## config.mk

```make
export PLATFORM = sky130hd
export DESIGN_NAME = gpio_pad_ctrl
export DESIGN_NICKNAME = d
export VERILOG_FILES = /design/src/rtl/gpio_pkg.sv /design/src/rtl/gpio_in_filter.sv /design/src/rtl/gpio_pad_ctrl.sv
export SDC_FILE = /design/constraint.sdc
export NUM_CORES = 1
export LEC_CHECK = 0
export ABC_CLOCK_PERIOD_IN_PS = 1480
export CELL_PAD_IN_SITES_DETAIL_PLACEMENT = 1
export CELL_PAD_IN_SITES_GLOBAL_PLACEMENT = 1
export CORE_MARGIN = 1.5
export CORE_UTILIZATION = 39
export CTS_CLUSTER_DIAMETER = 150
export DETAILED_ROUTE_END_ITERATION = 6
export GPL_ROUTABILITY_DRIVEN = 0
export PLACE_DENSITY = 0.75
export SETUP_SLACK_MARGIN = 0.2
export SLEW_MARGIN = 0
export SYNTH_ARGS = -nofsm -noshare
export SYNTH_HDL_FRONTEND = slang
export SYNTH_SLANG_ARGS = --single-unit
```

## constraint.sdc

```tcl
create_clock -name HCLK -period 1.48 [get_ports HCLK]
set_clock_uncertainty 0.05 [all_clocks]
set_input_delay 0.296 -clock HCLK [delete_from_list [all_inputs] [get_ports HCLK]]
set_output_delay 0.296 -clock HCLK [all_outputs]
set_load 0.03 [all_outputs]
```

## src/rtl/gpio_pkg.sv

```systemverilog
// rtl/gpio_pkg.sv - register map and shared constants for the GPIO pad controller
package gpio_pkg;

   localparam logic [2:0] GPIO_DATAIN  = 3'd0;
   localparam logic [2:0] GPIO_DATAOUT = 3'd1;
   localparam logic [2:0] GPIO_OUTEN   = 3'd2;
   localparam logic [2:0] GPIO_ODMODE  = 3'd3;
   localparam logic [2:0] GPIO_INTEN   = 3'd4;
   localparam logic [2:0] GPIO_INTPOL  = 3'd5;
   localparam logic [2:0] GPIO_INTSTAT = 3'd6;

   localparam int GPIO_CNT_W = 4;

endpackage

```

## src/rtl/gpio_in_filter.sv

```systemverilog
// rtl/gpio_in_filter.sv - one pin's synchroniser, debounce filter and edge pulses
module gpio_in_filter
   import gpio_pkg::*;
#(
   parameter int DBNC_CYC = 4
) (
   input  logic clk,
   input  logic rst,
   input  logic pin,
   output logic stable,
   output logic rise,
   output logic fall
);

   localparam logic [GPIO_CNT_W-1:0] CNT_LAST = GPIO_CNT_W'(DBNC_CYC - 1);

   logic                  meta;
   logic                  sync;
   logic [GPIO_CNT_W-1:0] cnt;
   logic                  accept;

   assign accept = (sync != stable) && (cnt == CNT_LAST);
   assign rise   = accept & sync;
   assign fall   = accept & ~sync;

   // Idle level is the pull-up, so reset to 1 to avoid a false falling edge.
   always_ff @(posedge clk) begin
      if (rst) begin
         meta   <= 1'b1;
         sync   <= 1'b1;
         stable <= 1'b1;
         cnt    <= '0;
      end else begin
         meta <= pin;
         sync <= meta;
         if (sync == stable) begin
            cnt <= '0;
         end else if (cnt == CNT_LAST) begin
            stable <= sync;
            cnt    <= '0;
         end else begin
            cnt <= cnt + 1'b1;
         end
      end
   end

endmodule

```

## src/rtl/gpio_pad_ctrl.sv

```systemverilog
// rtl/gpio_pad_ctrl.sv - register file, pad drive and interrupt logic for WIDTH GPIO pads
module gpio_pad_ctrl
   import gpio_pkg::*;
#(
   parameter int WIDTH    = 8,
   parameter int DBNC_CYC = 4
) (
   input  logic             HCLK,
   input  logic             HRESET,
   input  logic             reg_sel,
   input  logic             reg_wr,
   input  logic [2:0]       reg_addr,
   input  logic [WIDTH-1:0] reg_wdata,
   output logic [WIDTH-1:0] reg_rdata,
   output logic [WIDTH-1:0] pad_pout,
   output logic [WIDTH-1:0] pad_pout_en,
   input  logic [WIDTH-1:0] pad_pin,
   output logic             irq
);

   logic [WIDTH-1:0] datain;
   logic [WIDTH-1:0] dataout;
   logic [WIDTH-1:0] outen;
   logic [WIDTH-1:0] odmode;
   logic [WIDTH-1:0] inten;
   logic [WIDTH-1:0] intpol;
   logic [WIDTH-1:0] intstat;
   logic [WIDTH-1:0] rise;
   logic [WIDTH-1:0] fall;
   logic [WIDTH-1:0] edge_set;
   logic [WIDTH-1:0] w1c;
   logic [WIDTH-1:0] rd_mux;
   logic             wr_en;
   logic             rd_en;

   for (genvar i = 0; i < WIDTH; i++) begin : g_flt
      gpio_in_filter #(
         .DBNC_CYC (DBNC_CYC)
      ) u_flt (
         .clk    (HCLK),
         .rst    (HRESET),
         .pin    (pad_pin[i]),
         .stable (datain[i]),
         .rise   (rise[i]),
         .fall   (fall[i])
      );
   end

   // Open-drain pins never drive high; a 1 releases the pad to its pull-up.
   assign pad_pout    = dataout & ~odmode;
   assign pad_pout_en = outen & ~(odmode & dataout);

   assign wr_en    = reg_sel & reg_wr;
   assign rd_en    = reg_sel & ~reg_wr;
   assign edge_set = (rise & intpol) | (fall & ~intpol);
   assign w1c      = (wr_en && (reg_addr == GPIO_INTSTAT)) ? reg_wdata : '0;

   always_comb begin
      rd_mux = '0;
      case (reg_addr)
         GPIO_DATAIN:  rd_mux = datain;
         GPIO_DATAOUT: rd_mux = dataout;
         GPIO_OUTEN:   rd_mux = outen;
         GPIO_ODMODE:  rd_mux = odmode;
         GPIO_INTEN:   rd_mux = inten;
         GPIO_INTPOL:  rd_mux = intpol;
         GPIO_INTSTAT: rd_mux = intstat;
         default:      rd_mux = '0;
      endcase
   end

   always_ff @(posedge HCLK) begin
      if (HRESET) begin
         dataout   <= '0;
         outen     <= '0;
         odmode    <= '0;
         inten     <= '0;
         intpol    <= '0;
         intstat   <= '0;
         reg_rdata <= '0;
         irq       <= 1'b0;
      end else begin
         if (wr_en) begin
            case (reg_addr)
               GPIO_DATAOUT: dataout <= reg_wdata;
               GPIO_OUTEN:   outen   <= reg_wdata;
               GPIO_ODMODE:  odmode  <= reg_wdata;
               GPIO_INTEN:   inten   <= reg_wdata;
               GPIO_INTPOL:  intpol  <= reg_wdata;
               default:      ;
            endcase
         end
         // A new edge outranks a simultaneous clear of the same bit.
         intstat <= (intstat & ~w1c) | edge_set;
         irq     <= |(intstat & inten);
         if (rd_en) begin
            reg_rdata <= rd_mux;
         end
      end
   end

endmodule

```

==> impl_metrics.tcl, run 1 <==
set metrics [dict create \
    cts_tree "yes" \
    period_share_pct 100 \
    synth_area_leader_cell "dfxtp_1" \
    required_ps 1130 \
    ys_top_cells_by_area "dfxtp_1 47%, mux2i_1 4.1%, nor2_1 3.8%, a21oi_1 3.7%, o21ai_0 3.6%" \
    synth_fa_ha_area_share_pct 2.07 \
    cp_max_fo 2 \
    cts_max_path_buffers 2 \
    io_buffer_count 47 \
    dieArea_mm2 0.0131 \
    start_util_pct 40.2 \
    whs_ps 350 \
    p_int_w 0.00624 \
    fin_crit_ps 1480 \
    hold_buffers 0 \
    ant_nets 0 \
    synth_cell_types 42 \
    slew_violations 0 \
    switchingPower_w 0.00181 \
    core_area_mm2 0.0121 \
    setup_viol 1 \
    nets 690 \
    rsz0062_at_grt "true" \
    numCtsBuffers 17 \
    route.detailed.wl_per_inst_um 20.4 \
    synth_area_mm2 0.00484 \
    via_per_inst 5.42 \
    outcome "finished, violations left" \
    worstMarginPinSlew_ps 648 \
    hold_class "in2reg" \
    worst_ep_arrival_time_ps 1130 \
    seq_area_frac_synth_pct 46.7 \
    firstDrtPassIters 4 \
    synth_top_area_share_pct 46.7 \
    synth_top_family_by_area "simple AND/OR/NAND/NOR gates" \
    grt_antenna_before_repair 0 \
    grt_max_degree 26 \
    drt_iter0_drc 207 \
    htree_levels 4 \
    grt_pass1_vias 4792 \
    p_comb_share_pct 7.6 \
    hold_viol 0 \
    worst_slack_ps -0.412 \
    power_frac_seq_pct 38.6 \
    die_h_um 114 \
    ys.flop_type "dfxtp_1" \
    dp_slack_ps -925 \
    yosysMostFrequentCell "dfxtp_1" \
    cts.clk_slew.worst_paths_ps 50 \
    ioPinCount 48 \
    slew_headroom_pct 56.6 \
    design_area_mm2 0.00750 \
    rows 40 \
    ys_warn_count 0 \
    end_kind "output port" \
    syn_avg_cell_area_um2 9.18 \
    synthSimpleGateAreaFrac_pct 19.7 \
    power.density_mw_per_mm2 1070 \
    layout-drive-gt1-share_pct 48.0 \
    ys_seq_elements 113 \
    clock_sinks 113 \
    syn_nets 559 \
    clock_latency_ps 420 \
    synth_edf_count 0 \
    vias 4549 \
    post_dp_cell_area_mm2 0.00581 \
    fmax_mhz 675 \
    place_hpwl_um 10000 \
    utilization_pct 62.2 \
    synth_mux_area_share_pct 6.22 \
    maxCapViolCount 0 \
    drc 0 \
    synth_commonest_cells "113 x dfxtp_1, 49 x nor2_1, 43 x nand2_1" \
    fp.dieW_um 114 \
    synth_compound_area_share_pct 17.1 \
    grt_use_total_pct 26.1 \
    clockRootBuffer "clkbuf_16" \
    area_growth_pct 54.8 \
    leakagePower_nw 2.85 \
    grt_pass1_wl_um 25700 \
    startpoint_type "flip-flop" \
    drt_wl_total_um 17100 \
    synthXorXnorAreaFrac_pct 4.34 \
    violations "setup timing" \
    clkPwrFrac_pct 53.8 \
    switching_share_pct 22.5 \
    ir_drop_mv 0.980 \
    synthCells 528 \
    critical_path_class "reg2out" \
    grt-ovfl-total 0 \
    n_antenna_cell 0 \
    async_flop_share_pct 0 \
]
## flip-flops by register name, indices dropped and copies added (netlist names)
signal,flops
intstat,8
g_flt.u_flt.stable,8
irq,1
inten,8
outen,8
intpol,8
g_flt.u_flt.meta,8
g_flt.u_flt.cnt,32
dataout,8
reg_rdata,8
odmode,8
g_flt.u_flt.sync,8
## routing by layer
layer  share of wire (%)  GRT usage [%]  up-vias
li1                    -              -     2116
met1                  40           30.7     2236
met2                  51           44.3      157
met3                 5.2           6.03       40
met4                 3.4           13.6        0
met5                   0              0        -
## placed cells by master, fill, tap and decap left out, drive strengths merged, types with 16 or more instances in the layout
cell           count
nor2              50
a21oi             36
o21ai             43
or2               17
inv               18
dfxtp            113
mux2i             20
clkbuf            24
nor2b             19
clkdlybuf4s50     16
xnor2             16
nand2             43
buf              115
## cell families after synthesis
group,count (synthesis)
simple gates,184
mux,29
xor+xnor,24
compound gates,128
buf+inv,42
flops,113
fa+ha+maj,8
## power by group through the flow
| stage | combinational (W) | clock (W) | sequential, W |
|---|---|---|---|
| 6_report | 0.000612 | 0.00433 | 0.00311 |
| 5_1_grt | 0.000644 | 0.00454 | 0.00312 |
| 4_1_cts | 0.000556 | 0.00438 | 0.00312 |
| 3_5_place_dp | 0.000496 | 0 | 0.00320 |
| 3_3_place_gp | 0.000481 | 0 | 0.00319 |
| 2_1_floorplan | 0.000248 | 0 | 0.00319 |
## timing repair
action,in CTS,in global routing
gates cloned,1,0
setup buffers,30,12
gates resized for setup,205,88
endpoints found under the setup margin,121,90
pin swaps,26,36
## through the flow
step	setup TNS, ps	total power (W)	instances
after floorplan	0	0.00344	528
after global placement	-28140	0.00367	765
after detailed placement	-31570	0.00369	765
after CTS	0	0.00806	827
after global routing	-23.4	0.00830	839
final	-0.412	0.00806	839
## critical path, cell delays in order, from the launching register on
cell and delay (ps):
dfxtp_2 350, a21boi_4 210, buf_6 150
## area by class of cell
cell class	count	area [um^2]
multi-input combinational	373	2970
clock inverter	10	159
sequential	113	2380
tap	168	210
inverter	18	67.6
timing repair buffer	136	1250
fill	1283	4560
clock buffer	21	460
## worst paths after layout
check	startpoint	to	slack, ps	cells after the start
worst max-delay path	outen[6]	pad_pout_en[6]	-0.4	2
worst min-delay path	HRESET	g_flt[0].u_flt.cnt[0]	350	3
worst max register to register	inten[5]	reg_rdata[5]	90	4
worst min register to register	g_flt[1].u_flt.meta	g_flt[1].u_flt.sync	360	1
(Power assumes the default switching activity.)
==> inputs of run 2 (changes only) <==
- ABC_AREA: not set -> 1
- CORE_UTILIZATION: 39 -> 38
- GPL_TIMING_DRIVEN: not set -> 0
==> run 2 against run 1 <==
  * The run now ends clean
  * Area after synthesis rose by 1.5%
  * Combinational power is 10% lower
  * Worst setup slack improved by 63 ps
  * Sequential power is 1% higher
  * Via count rose by 4.8%
  * Global-route usage decreased by 1.2 points
  * Critical path type unchanged
  * Critical endpoint is now pad_pout_en[1]
  * Highest routed layer unchanged
==> impl_metrics.tcl, run 2 <==
set metrics [dict create \
    ioPinCount 48 \
    grt_pass1_wl_um 25200 \
    hold_viol 0 \
    period_share_pct 95.8 \
    whs_ps 357 \
    design_area_mm2 0.00662 \
    cts_tree "yes" \
    maxCapViolCount 0 \
    worst_slack_ps 62.2 \
    synth_commonest_cells "113 x dfxtp_1, 88 x nand2_1, 84 x nor2_1" \
    layout_commonest_cell "dfxtp_1" \
    worstMarginPinSlew_ps 426 \
    synth_top_area_share_pct 46.0 \
    ant_nets 0 \
    worst_ep_arrival_time_ps 1070 \
    slowest_delay_ps 350 \
    grt-busiest-layer "met2" \
    grt_pass1_vias 5032 \
    slew_headroom_pct 71.6 \
    die_h_um 117 \
    outcome "complete, no violations" \
    layout-drive-gt1-share_pct 31.3 \
    drc 0 \
    syn_nets 657 \
    ys_warn_count 0 \
    yosysMostFrequentCell "dfxtp_1" \
    fp.dieW_um 117 \
    ys_top_cells_by_area "dfxtp_1 46%, nand2_1 6.7%, nor2_1 6.4%, a21oi_1 6.0%, o21ai_0 5.7%" \
    nets 748 \
    critical_path_class "reg2out" \
    drt_wl_total_um 16000 \
    route.detailed.wl_per_inst_um 17.8 \
    async_flop_share_pct 0 \
    synth_fa_ha_area_share_pct 2.04 \
    ff2ff_path_depth 5 \
    clock_latency_ps 420 \
    synthSimpleGateAreaFrac_pct 27.4 \
    setup_viol 0 \
    use_met3_pct 5.81 \
    required_ps 1130 \
    synth_top_family_by_area "simple AND/OR/NAND/NOR gates" \
    largest_register_ffs 32 \
    synthXorXnorAreaFrac_pct 3.21 \
    cts_max_path_buffers 2 \
    dp_slack_ps -929 \
    fin_cells 900 \
    rows 41 \
    worstHoldPathCells 1 \
    numCtsBuffers 17 \
    use_met1_pct 28.8 \
    end_kind "output port" \
    cp_cell_sequence "a21boi_2 > buf_6" \
    grt_max_degree 17 \
    synth_compound_area_share_pct 13.6 \
    via_per_inst 5.30 \
    start_util_pct 39.0 \
    startpoint_type "flip-flop" \
    clockRootBuffer "clkbuf_16" \
    htree_levels 4 \
    cts.clk_slew.worst_paths_ps 50 \
    synth_area_leader_cell "dfxtp_1" \
    synth_mux_area_share_pct 0 \
    synth_edf_count 0 \
    io_buffer_count 46 \
    n_antenna_cell 0 \
    power_w 0.00759 \
    cp_max_fo 4 \
    fmax_mhz 705 \
    top_register "g_flt.u_flt.cnt" \
    synth_area_mm2 0.00492 \
    use_met2_pct 44.5 \
    ys_seq_elements 113 \
    grt_use_total_pct 24.9 \
    slew_violations 0 \
    power.density_mw_per_mm2 1150 \
    ir_drop_mv 0.765 \
    grt-ovfl-total 0 \
    post_dp_cell_area_mm2 0.00560 \
    place_hpwl_um 11100 \
    grt_antenna_before_repair 0 \
    synthCells 626 \
    firstDrtPassIters 4 \
    fin_crit_ps 1420 \
    drt_iter0_drc 228 \
    synth_cell_types 28 \
    clock_sinks 113 \
    seq_area_frac_synth_pct 46.0 \
    area_growth_pct 34.6 \
    dp_cells 844 \
    ys.flop_type "dfxtp_1" \
    slowest_stage "dfxtp_2" \
    dieArea_mm2 0.0136 \
    final_cell_mix "81 x dfxtp_1, 78 x nand2_1, 69 x nor2_1" \
    leakagePower_nw 2.74 \
    core_area_mm2 0.0126 \
    rsz0062_at_grt "true" \
    vias 4767 \
    syn_avg_cell_area_um2 7.85 \
    hold_class "reg2reg" \
]
-- run 2: metal layers --
metal / routed length, um / part of all wire [%]
met1: 6590 / 41
met2: 8220 / 51
met3: 762 / 4.8
met4: 438 / 2.7
met5: 0 / 0
-- run 2: cell families after synthesis --
| kind of cell | after synthesis |
|---|---|
| buffers and inverters | 81 |
| AND/OR/NAND/NOR | 279 |
| AO/OA/AOI/OAI | 127 |
| flip-flops | 113 |
| adder cells (fa/ha/maj) | 8 |
| XOR/XNOR | 18 |
-- run 2: power by group --
group / internal (W) / total (W) / switching [W]
Sequential: 0.00310 / 0.00315 / 0.0000455
Clock: 0.00250 / 0.00389 / 0.00139
Combinational: 0.000214 / 0.000549 / 0.000335
-- run 2: final timing paths --
| kind | from | to | slack (ps) |
|---|---|---|---|
| setup / recovery | odmode[1] | pad_pout_en[1] | 60 |
| hold / removal | g_flt[5].u_flt.meta | g_flt[5].u_flt.sync | 360 |
| setup reg to reg | g_flt[0].u_flt.cnt[1] | g_flt[0].u_flt.stable | 250 |
| hold reg to reg | g_flt[5].u_flt.meta | g_flt[5].u_flt.sync | 360 |
-- run 2: area by class of cell --
type,count,area [um^2]
Sequential cell,113,2310
Inverter,55,219
Fill cell,1550,6000
Buffer,26,219
Tap cell,172,215
Multi-Input combinational cell,432,2440
Timing Repair Buffer,72,662
Clock inverter,5,52.6
Clock buffer,25,505
-- run 2: what timing repair did --
item / in CTS / in global routing
gates resized for setup: 250 / 55
hold buffers: 0 / 0
endpoints found under the setup margin: 125 / 74
pin swaps: 18 / 19
hold endpoints to repair: 0 / 0
buffers inserted: 23 / 3
-- run 2: metrics by stage --
step / utilization, % / setup TNS, ps
floorplan: - / 0
global placement: 44.4 / -46170
detailed placement: 44.4 / -51160
CTS: 51.3 / 0
global route: 52.4 / 0
finish: 52.4 / 0
-- run 2: critical path: cells and delay by family, from the launching register on --
kind / cells / cell delay (ps)
compound gates: 1 / 150
buf+inv: 1 / 150
flops: 1 / 350
